[config.mk]
export PLATFORM = sky130hd
export DESIGN_NAME = ssd_reader
export DESIGN_NICKNAME = d
export VERILOG_FILES = /design/src/rtl/ssd_reader.sv
export SDC_FILE = /design/constraint.sdc
export NUM_CORES = 1
export LEC_CHECK = 0
export ABC_AREA = 1
export BUFFER_PORTS_ARGS = -buffer_cell sky130_fd_sc_hd__buf_2
export CAP_MARGIN = 0
export CORE_MARGIN = 2
export CORE_UTILIZATION = 35
export DETAILED_ROUTE_END_ITERATION = 7
export SYNTH_ARGS = -nofsm -noshare
export SYNTH_HDL_FRONTEND = slang
export SYNTH_SLANG_ARGS = --single-unit
[constraint.sdc]
create_clock -name clk -period 2.2 [get_ports clk]
set_input_delay 0 -clock clk [delete_from_list [all_inputs] [get_ports clk]]
set_output_delay 0 -clock clk [all_outputs]
set_load 0.05 [all_outputs]
[src/rtl/ssd_reader.sv]
// Recovers hex digits from a multiplexed active-low seven-segment bus and
// presents the assembled word once every digit position has been captured.
module ssd_reader #(
  parameter int unsigned DIGITS = 4,
  parameter int unsigned STABLE = 4
) (
  input  logic                  clk,
  input  logic                  rst_n,
  input  logic [6:0]            seg_n,
  input  logic [DIGITS-1:0]     an_n,
  output logic [4*DIGITS-1:0]   value,
  output logic                  valid,
  output logic                  err
);

  localparam int unsigned SW = 7 + DIGITS;
  localparam int unsigned CW = 4;
  localparam int unsigned VW = 4 * DIGITS;

  logic [SW-1:0]     sync1, sync2;
  logic [CW-1:0]     cnt, cnt_nxt;
  logic [DIGITS-1:0] seen, seen_nxt;
  logic [VW-1:0]     slots, slots_nxt, value_nxt;
  logic              valid_nxt, err_nxt;

  logic              same_c, capture_c, onehot_c, legal_c;
  logic [DIGITS-1:0] en_c;
  logic [3:0]        nib_c;

  // Glyph to nibble; returns {legal, nibble}
  function automatic logic [4:0] decode(input logic [6:0] pat);
    logic [4:0] r;
    r = 5'b0_0000;
    case (pat)
      7'h3F: r = 5'h10;
      7'h06: r = 5'h11;
      7'h5B: r = 5'h12;
      7'h4F: r = 5'h13;
      7'h66: r = 5'h14;
      7'h6D: r = 5'h15;
      7'h7D: r = 5'h16;
      7'h07: r = 5'h17;
      7'h7F: r = 5'h18;
      7'h6F: r = 5'h19;
      7'h77: r = 5'h1A;
      7'h7C: r = 5'h1B;
      7'h39: r = 5'h1C;
      7'h5E: r = 5'h1D;
      7'h79: r = 5'h1E;
      7'h71: r = 5'h1F;
      default: r = 5'h00;
    endcase
    return r;
  endfunction

  // sync1 is the freshly synchronized sample, sync2 the previous one
  assign same_c    = (sync1 == sync2);
  assign capture_c = same_c && (cnt == CW'(STABLE - 1));
  assign en_c      = ~sync2[SW-1:7];
  assign onehot_c  = (en_c != '0) && ((en_c & (en_c - DIGITS'(1))) == '0);
  assign {legal_c, nib_c} = decode(~sync2[6:0]);

  always_comb begin
    cnt_nxt = cnt;
    if (!same_c)
      cnt_nxt = CW'(1);
    else if (cnt != CW'(STABLE))
      cnt_nxt = cnt + CW'(1);
  end

  // Slot update and frame assembly on a qualified capture
  always_comb begin
    slots_nxt = slots;
    seen_nxt  = seen;
    value_nxt = value;
    valid_nxt = 1'b0;
    err_nxt   = 1'b0;
    if (capture_c && onehot_c) begin
      if (legal_c) begin
        for (int i = 0; i < int'(DIGITS); i++) begin
          if (en_c[i]) begin
            slots_nxt[4*i +: 4] = nib_c;
            seen_nxt[i]         = 1'b1;
          end
        end
        if (&seen_nxt) begin
          value_nxt = slots_nxt;
          valid_nxt = 1'b1;
          seen_nxt  = '0;
        end
      end else begin
        err_nxt = 1'b1;
      end
    end
  end

  always_ff @(posedge clk or negedge rst_n) begin
    if (!rst_n) begin
      sync1 <= '1;
      sync2 <= '1;
      cnt   <= '0;
      seen  <= '0;
      slots <= '0;
      value <= '0;
      valid <= 1'b0;
      err   <= 1'b0;
    end else begin
      sync1 <= {an_n, seg_n};
      sync2 <= sync1;
      cnt   <= cnt_nxt;
      seen  <= seen_nxt;
      slots <= slots_nxt;
      value <= value_nxt;
      valid <= valid_nxt;
      err   <= err_nxt;
    end
  end

endmodule

==> results of run 1 <==
## metrics by stage
| stage | setup WS, ns | power, uW | cell area, um^2 | setup TNS (ns) | hold WS, ns |
|---|---|---|---|---|---|
| 2_1_floorplan | 0.4106 | 1389 | 3332 | 0 | -0.2956 |
| 3_3_place_gp | 0.1316 | 1451 | 3585 | 0 | 0.08574 |
| 3_5_place_dp | 0.09650 | 1455 | 3585 | 0 | 0.1049 |
| 4_1_cts | 0.08921 | 2645 | 3935 | 0 | 0.2600 |
| 5_1_grt | -0.01611 | 2717 | 3991 | -0.02176 | 0.2795 |
| 6_report | 0.1581 | 2601 | 3991 | 0 | 0.2589 |
## worst max path at each step
stage                         from   endpoint  slack, ns  cells past startpoint
after detailed placement  sync2[8]   value[9]        0.1                     11
after floorplan           sync2[0]  slots[12]       0.41                     13
after CTS                 sync2[8]  value[12]       0.09                     11
final                     sync2[1]   value[9]       0.16                     11
after global routing      sync2[3]  value[13]      -0.02                     11
after global placement    sync2[8]   value[8]       0.13                     11
## flip-flops by register name, summed over array words and instances (netlist names)
name   cells
slots     16
value     16
sync1     11
sync2     11
cnt        4
seen       4
err        1
valid      1
## per-layer routing
| metal | routed length (um) | vias up | global-route usage [%] |
|---|---|---|---|
| met2 | 3451 | 55 | 24.90 |
| li1 | - | 1378 | - |
| met3 | 287 | 8 | 3.658 |
| met4 | 116 | 0 | 5.509 |
| met5 | 0 | - | 0 |
| met1 | 3518 | 1306 | 20.85 |
## cells by family (layout without fill, tap and decap cells)
group                      Yosys count  in the layout  share of synthesized area [%]
AOI/OAI and AO/OA                   22             22                          4.244
xor gates and xnor gates            15             15                          3.943
adders and majority gates            2              2                         0.7509
buffers and inverters               47            101                          7.172
DFF                                 64             64                          48.89
and+or+nand+nor                    254            254                          35.00
## cell usage in the layout, fill, tap and decap left out, drive strengths merged
cell type	instances
or2	5
dfstp	22
nor2	42
clkinv	3
inv	34
a21oi	9
bufinv	2
ha	2
nand3	35
clkbuf	11
a31oi	8
o2111ai	1
a211oi	1
xnor2	11
dlygate4sd3	12
nand2	152
dfrtp	42
nand3b	4
nor3	3
o21ai	3
buf	39
xor2	4
nand4	13
## power by group
part           total, uW  switching (uW)  internal [uW]
logic                205             127           78.1
registers           1250            31.3           1220
clock network       1150             452            698
## what timing repair did
item                                   4_1_cts  5_1_grt
hold buffers                                12        0
buffers inserted                             0        4
setup endpoints to repair                    0       20
resized for setup                            0        5
endpoints found under the hold margin       28        0
## area by class of cell
cell class,count,area [um^2]
clock buffer,11,151.4
inverter,34,132.6
tap,129,161.4
fill,922,5249
multi-input combinational,293,1488
clock inverter,5,78.83
sequential,64,1629
timing repair buffer,51,350.3
## worst max-delay path: cells and delay by family, from the launching register on
family	cells	cell delay [ns]
AND/OR/NAND/NOR	10	1.21
flip-flops	1	0.59
buffers and inverters	1	0.18
## Yosys cell counts (3+ instances only)
master	number	area [um^2]
a21oi_1	8	40.04
a31oi_1	8	50.05
buf_2	3	15.01
buf_4	4	30.03
buf_6	4	45.04
dfrtp_1	42	1051
dfstp_2	22	578.1
inv_1	22	82.58
inv_2	11	41.29
nand2_1	137	514.2
nand2_2	14	87.58
nand3_1	34	170.2
nand3b_1	4	30.03
nand4_1	13	81.33
nor2_1	35	131.4
nor2_2	4	25.02
or2_2	5	31.28
xnor2_1	11	96.34
xor2_1	4	35.03
==> results_dict.tcl, run 1 <==
set metrics [dict create \
    outcome "finished, final reports clean" \
    crit_path_end_kind "flop" \
    initial_core_util_pct 36.06 \
    overflow 0 \
    vias 2747 \
    synth.ff_latch_count 64 \
    skew_ns 0.01207 \
    period_needed_ns 2.042 \
    synth.avg_cell_area_um2 8.247 \
    regToRegEndpoint "value[9]" \
    grt_max_degree 36 \
    route.detailed.drc 0 \
    diodes 0 \
    critPathKind "flop to flop" \
    crit_chain "nand2_1, nor2_1, nand2_1, nand2_1, nor2_1, nand2_1, nor2_8, nor2_4, buf_4, nand4_1, nand2_1" \
    core_um2 9240 \
    syn_to_final_growth_pct 19.79 \
    vias_per_cell 4.680 \
    cp_common_cell "nand2_1" \
    syn-cell-area_um2 3332 \
    ant_nets 0 \
    synth-seq-area-share_pct 48.89 \
    syn_inst 404 \
    fmax_mhz 489.7 \
    cp.required_ns 2.48 \
    synth_top_flop_cell "dfrtp_1" \
    dp.final_hpwl_um 5180 \
    drt_first_pass_iters 4 \
    fin_nets 468 \
    slew_headroom_pct 44.90 \
    drtIter0Drc 191 \
    fin_util_pct 43.20 \
    numPortBuffers 30 \
    dieArea_um2 10320 \
    grt_pass1_vias 2656 \
    fp-row-count 35 \
    hold_violations 0 \
    antenna_found_initial 0 \
    setup_violations 0 \
    io_pins 31 \
    clk_latency_ns 0.34 \
    drive_gt1_share_pct 26.64 \
    synth_edf_count 0 \
    die_x_um 101.6 \
    cts_tree "yes" \
    htreeDepth 3 \
    clkTransAtPathRegs_ns 0.07 \
    fin_crit_sh_pct 92.82 \
    hold_class "primary input to asynchronous set/reset pin" \
    wire_per_inst_um 12.56 \
    die_y_um 101.6 \
    worstPathMaxFanout 11 \
    grt_usage_pct 15.63 \
    powerDensity_nw_per_um2 651.6 \
    vdd_ir_drop_max_v 0.0003534 \
    regToRegSetupSlack_ns 0.16 \
    clock_sinks 64 \
    slowest_stage "dfstp_2" \
    rsz0062_at_grt "yes" \
    dp_cells 555 \
    grt_pass1_wl_um 12630 \
    synth.distinct_cells 35 \
    synth_warnings 0 \
    slew_viol_final 0 \
    cts.path.max_buffers 2 \
    critPathLaunchType "flop" \
    place_congestion 0.8772 \
    stdcell_count 587 \
    leakagePower_uw 0.002099 \
    worstMarginPinSlew_ns 0.8256 \
    max_stage_delay_ns 0.59 \
    r2r_cells 11 \
    drt_wl_total_um 7374 \
    cts_root_buf "clkbuf_8" \
    synthesis.nets 419 \
    drv_cap 0 \
    cts_buffers 9 \
    reg2reg_from "sync2[1]" \
    ys_async_sr_fraction_pct 100.0 \
    worst_ep_arrival_time_ns 2.32 \
]
Note: power is estimated with default switching activity, not from simulation.
==> inputs of run 2 (changes only) <==
- HOLD_SLACK_MARGIN: not set -> 0.12
- SKIP_LAST_GASP: not set -> 1
- clock period: 2.2 -> 2.27 ns (I/O delays scaled with it)
==> run 2 against run 1 <==
Net effect:
- cell count decreased by 0.51%
- combinational power decreased by 5%
- sequential cell count did not move
- first-iteration DRC count is 26% lower
- sequential power down 3%
- register-to-register slack gained 0.06 ns
- fmax fell by 0.47%
- total power shrank 9.0%
- global-route usage rose by 0.11 points
- critical path type unchanged
- highest routed layer unchanged
==> results_dict.tcl, run 2 (synthesis gave the netlist of run 1 again) <==
set metrics [dict create \
    clock_sinks 64 \
    combPwrFrac_pct 8.2 \
    grt_pass1_vias 2821 \
    worstMarginPinSlew_ns 0.7384 \
    cp_common_cell "nand2_1" \
    cts_buffers 9 \
    dieArea_um2 10320 \
    cts_resized 0 \
    fin_nets 465 \
    grt_pass1_wl_um 12720 \
    initial_core_util_pct 36.06 \
    hold_class "primary input to asynchronous set/reset pin" \
    drtIter0Drc 142 \
    powerDensity_nw_per_um2 606.1 \
    finalPower_uw 2366 \
    place_congestion 0.8649 \
    cp.required_ns 2.55 \
    overflow 0 \
    numPortBuffers 30 \
    cts.path.max_buffers 2 \
    skew_ns 0.009472 \
    setup_violations 0 \
    wire_per_inst_um 12.32 \
    dp.final_hpwl_um 5060 \
    period_needed_ns 2.052 \
    pwr-share-clk_pct 40.7 \
    dp_cells 555 \
    fp-row-count 35 \
    final_common_cell "nand2_1" \
    vdd_ir_drop_max_v 0.0003554 \
    rsz0062_at_grt "no" \
    stdcell_count 584 \
    reg.largest.list "slots (16), value (16)" \
    fillers 946 \
    io_pins 31 \
    intPower_uw 1790 \
    crit_family "simple AND/OR/NAND/NOR gates" \
    r2r_cells 11 \
    ant_nets 0 \
    max_stage_delay_ns 0.64 \
    clk_latency_ns 0.34 \
    regToRegSetupSlack_ns 0.22 \
    leakagePower_uw 0.002056 \
    antenna_found_initial 0 \
    die_y_um 101.6 \
    diodes 0 \
    worst_ep_arrival_time_ns 2.33 \
    drt_first_pass_iters 4 \
    critPathKind "flop to flop" \
    setup_tns_ns 0 \
    crit_chain "inv_2, nand2_1, nand2_1, nor2_1, inv_2, nor2_1, nand3_1, nor2_4, buf_4, nand4_1, nand2_1" \
    fmax_mhz 487.4 \
    outcome "finished, final reports clean" \
    grt_usage_pct 15.74 \
    route.detailed.drc 0 \
    fin_area_um2 3904 \
    fin_crit_sh_pct 90.37 \
    core_um2 9240 \
    vias_per_cell 4.647 \
    worstPathMaxFanout 9 \
    switching_share_pct 24.33 \
    p_switching_uw 575.6 \
    slowest_stage "dfstp_2" \
    drt_wl_total_um 7197 \
    holdWs_ns 0.2629 \
    regToRegEndpoint "value[0]" \
    critPathLaunchType "flop" \
    clkTransAtPathRegs_ns 0.07 \
    cts_root_buf "clkbuf_8" \
    seqPwrFrac_pct 51.1 \
    path_buf_inv 3 \
    slew_viol_final 0 \
    syn_to_final_growth_pct 17.16 \
    hold_violations 0 \
    final_cell_mix "137 x nand2_1, 42 x dfrtp_1, 35 x nor2_1" \
    reg2reg_from "sync2[8]" \
    crit_path_end_kind "flop" \
    vias 2714 \
    drive_gt1_share_pct 25.27 \
    slew_headroom_pct 50.77 \
    htreeDepth 3 \
    grt_max_degree 35 \
    placed_area_um2 3585 \
    drv_cap 0 \
    cts_tree "yes" \
    die_x_um 101.6 \
]
## run 2: worst register-to-register path: cells and delay by family (launching register included)
family / cells / cell delay (ns)
buffers and inverters: 3 / 0.37
DFF: 1 / 0.64
and+or+nand+nor: 8 / 0.98
## run 2: layer usage
metal	vias up	track usage, %	share of wire, %
li1	1374	-	-
met5	-	0	0
met4	0	6.549	1.7
met2	62	24.60	46
met1	1270	21.20	48
met3	8	3.382	4.4
## run 2: power by group through the flow
stage | registers, uW | clock network (uW) | logic [uW]
after floorplan | 1210 | 0 | 134
after global placement | 1230 | 0 | 177
after detailed placement | 1230 | 0 | 180
after CTS | 1210 | 1010 | 197
after global routing | 1210 | 1050 | 223
final | 1210 | 962 | 194
## run 2: stage by stage
| step | setup slack, ns | utilization, % |
|---|---|---|
| 2_1_floorplan | 0.4806 | - |
| 3_3_place_gp | 0.1449 | 38.79 |
| 3_5_place_dp | 0.1247 | 38.79 |
| 4_1_cts | 0.1117 | 42.17 |
| 5_1_grt | 0.04124 | 42.25 |
| 6_report | 0.2185 | 42.25 |
## run 2: how the worst max path moves through the flow
stage / start / endpoint / slack (ns) / cells past startpoint
4_1_cts: sync2[8] / value[0] / 0.11 / 11
2_1_floorplan: sync2[0] / slots[12] / 0.48 / 13
3_5_place_dp: sync2[8] / value[0] / 0.12 / 11
3_3_place_gp: sync2[8] / value[8] / 0.14 / 11
5_1_grt: sync2[5] / value[6] / 0.04 / 11
6_report: sync2[8] / value[0] / 0.22 / 11
## run 2: final cells by class
class,instances,area (um^2),area share (%)
Tap cell,129,161.4,4.135
Sequential cell,64,1629,41.73
Timing Repair Buffer,48,327.8,8.397
Inverter,34,130.1,3.333
Clock inverter,3,42.54,1.090
Clock buffer,13,148.9,3.814
Multi-Input combinational cell,293,1464,37.50
## run 2: timing repair
item                       CTS  global route
setup endpoints to repair    0            11
hold buffers                12             0
hold endpoints to repair    29             0
setup buffers                0             1
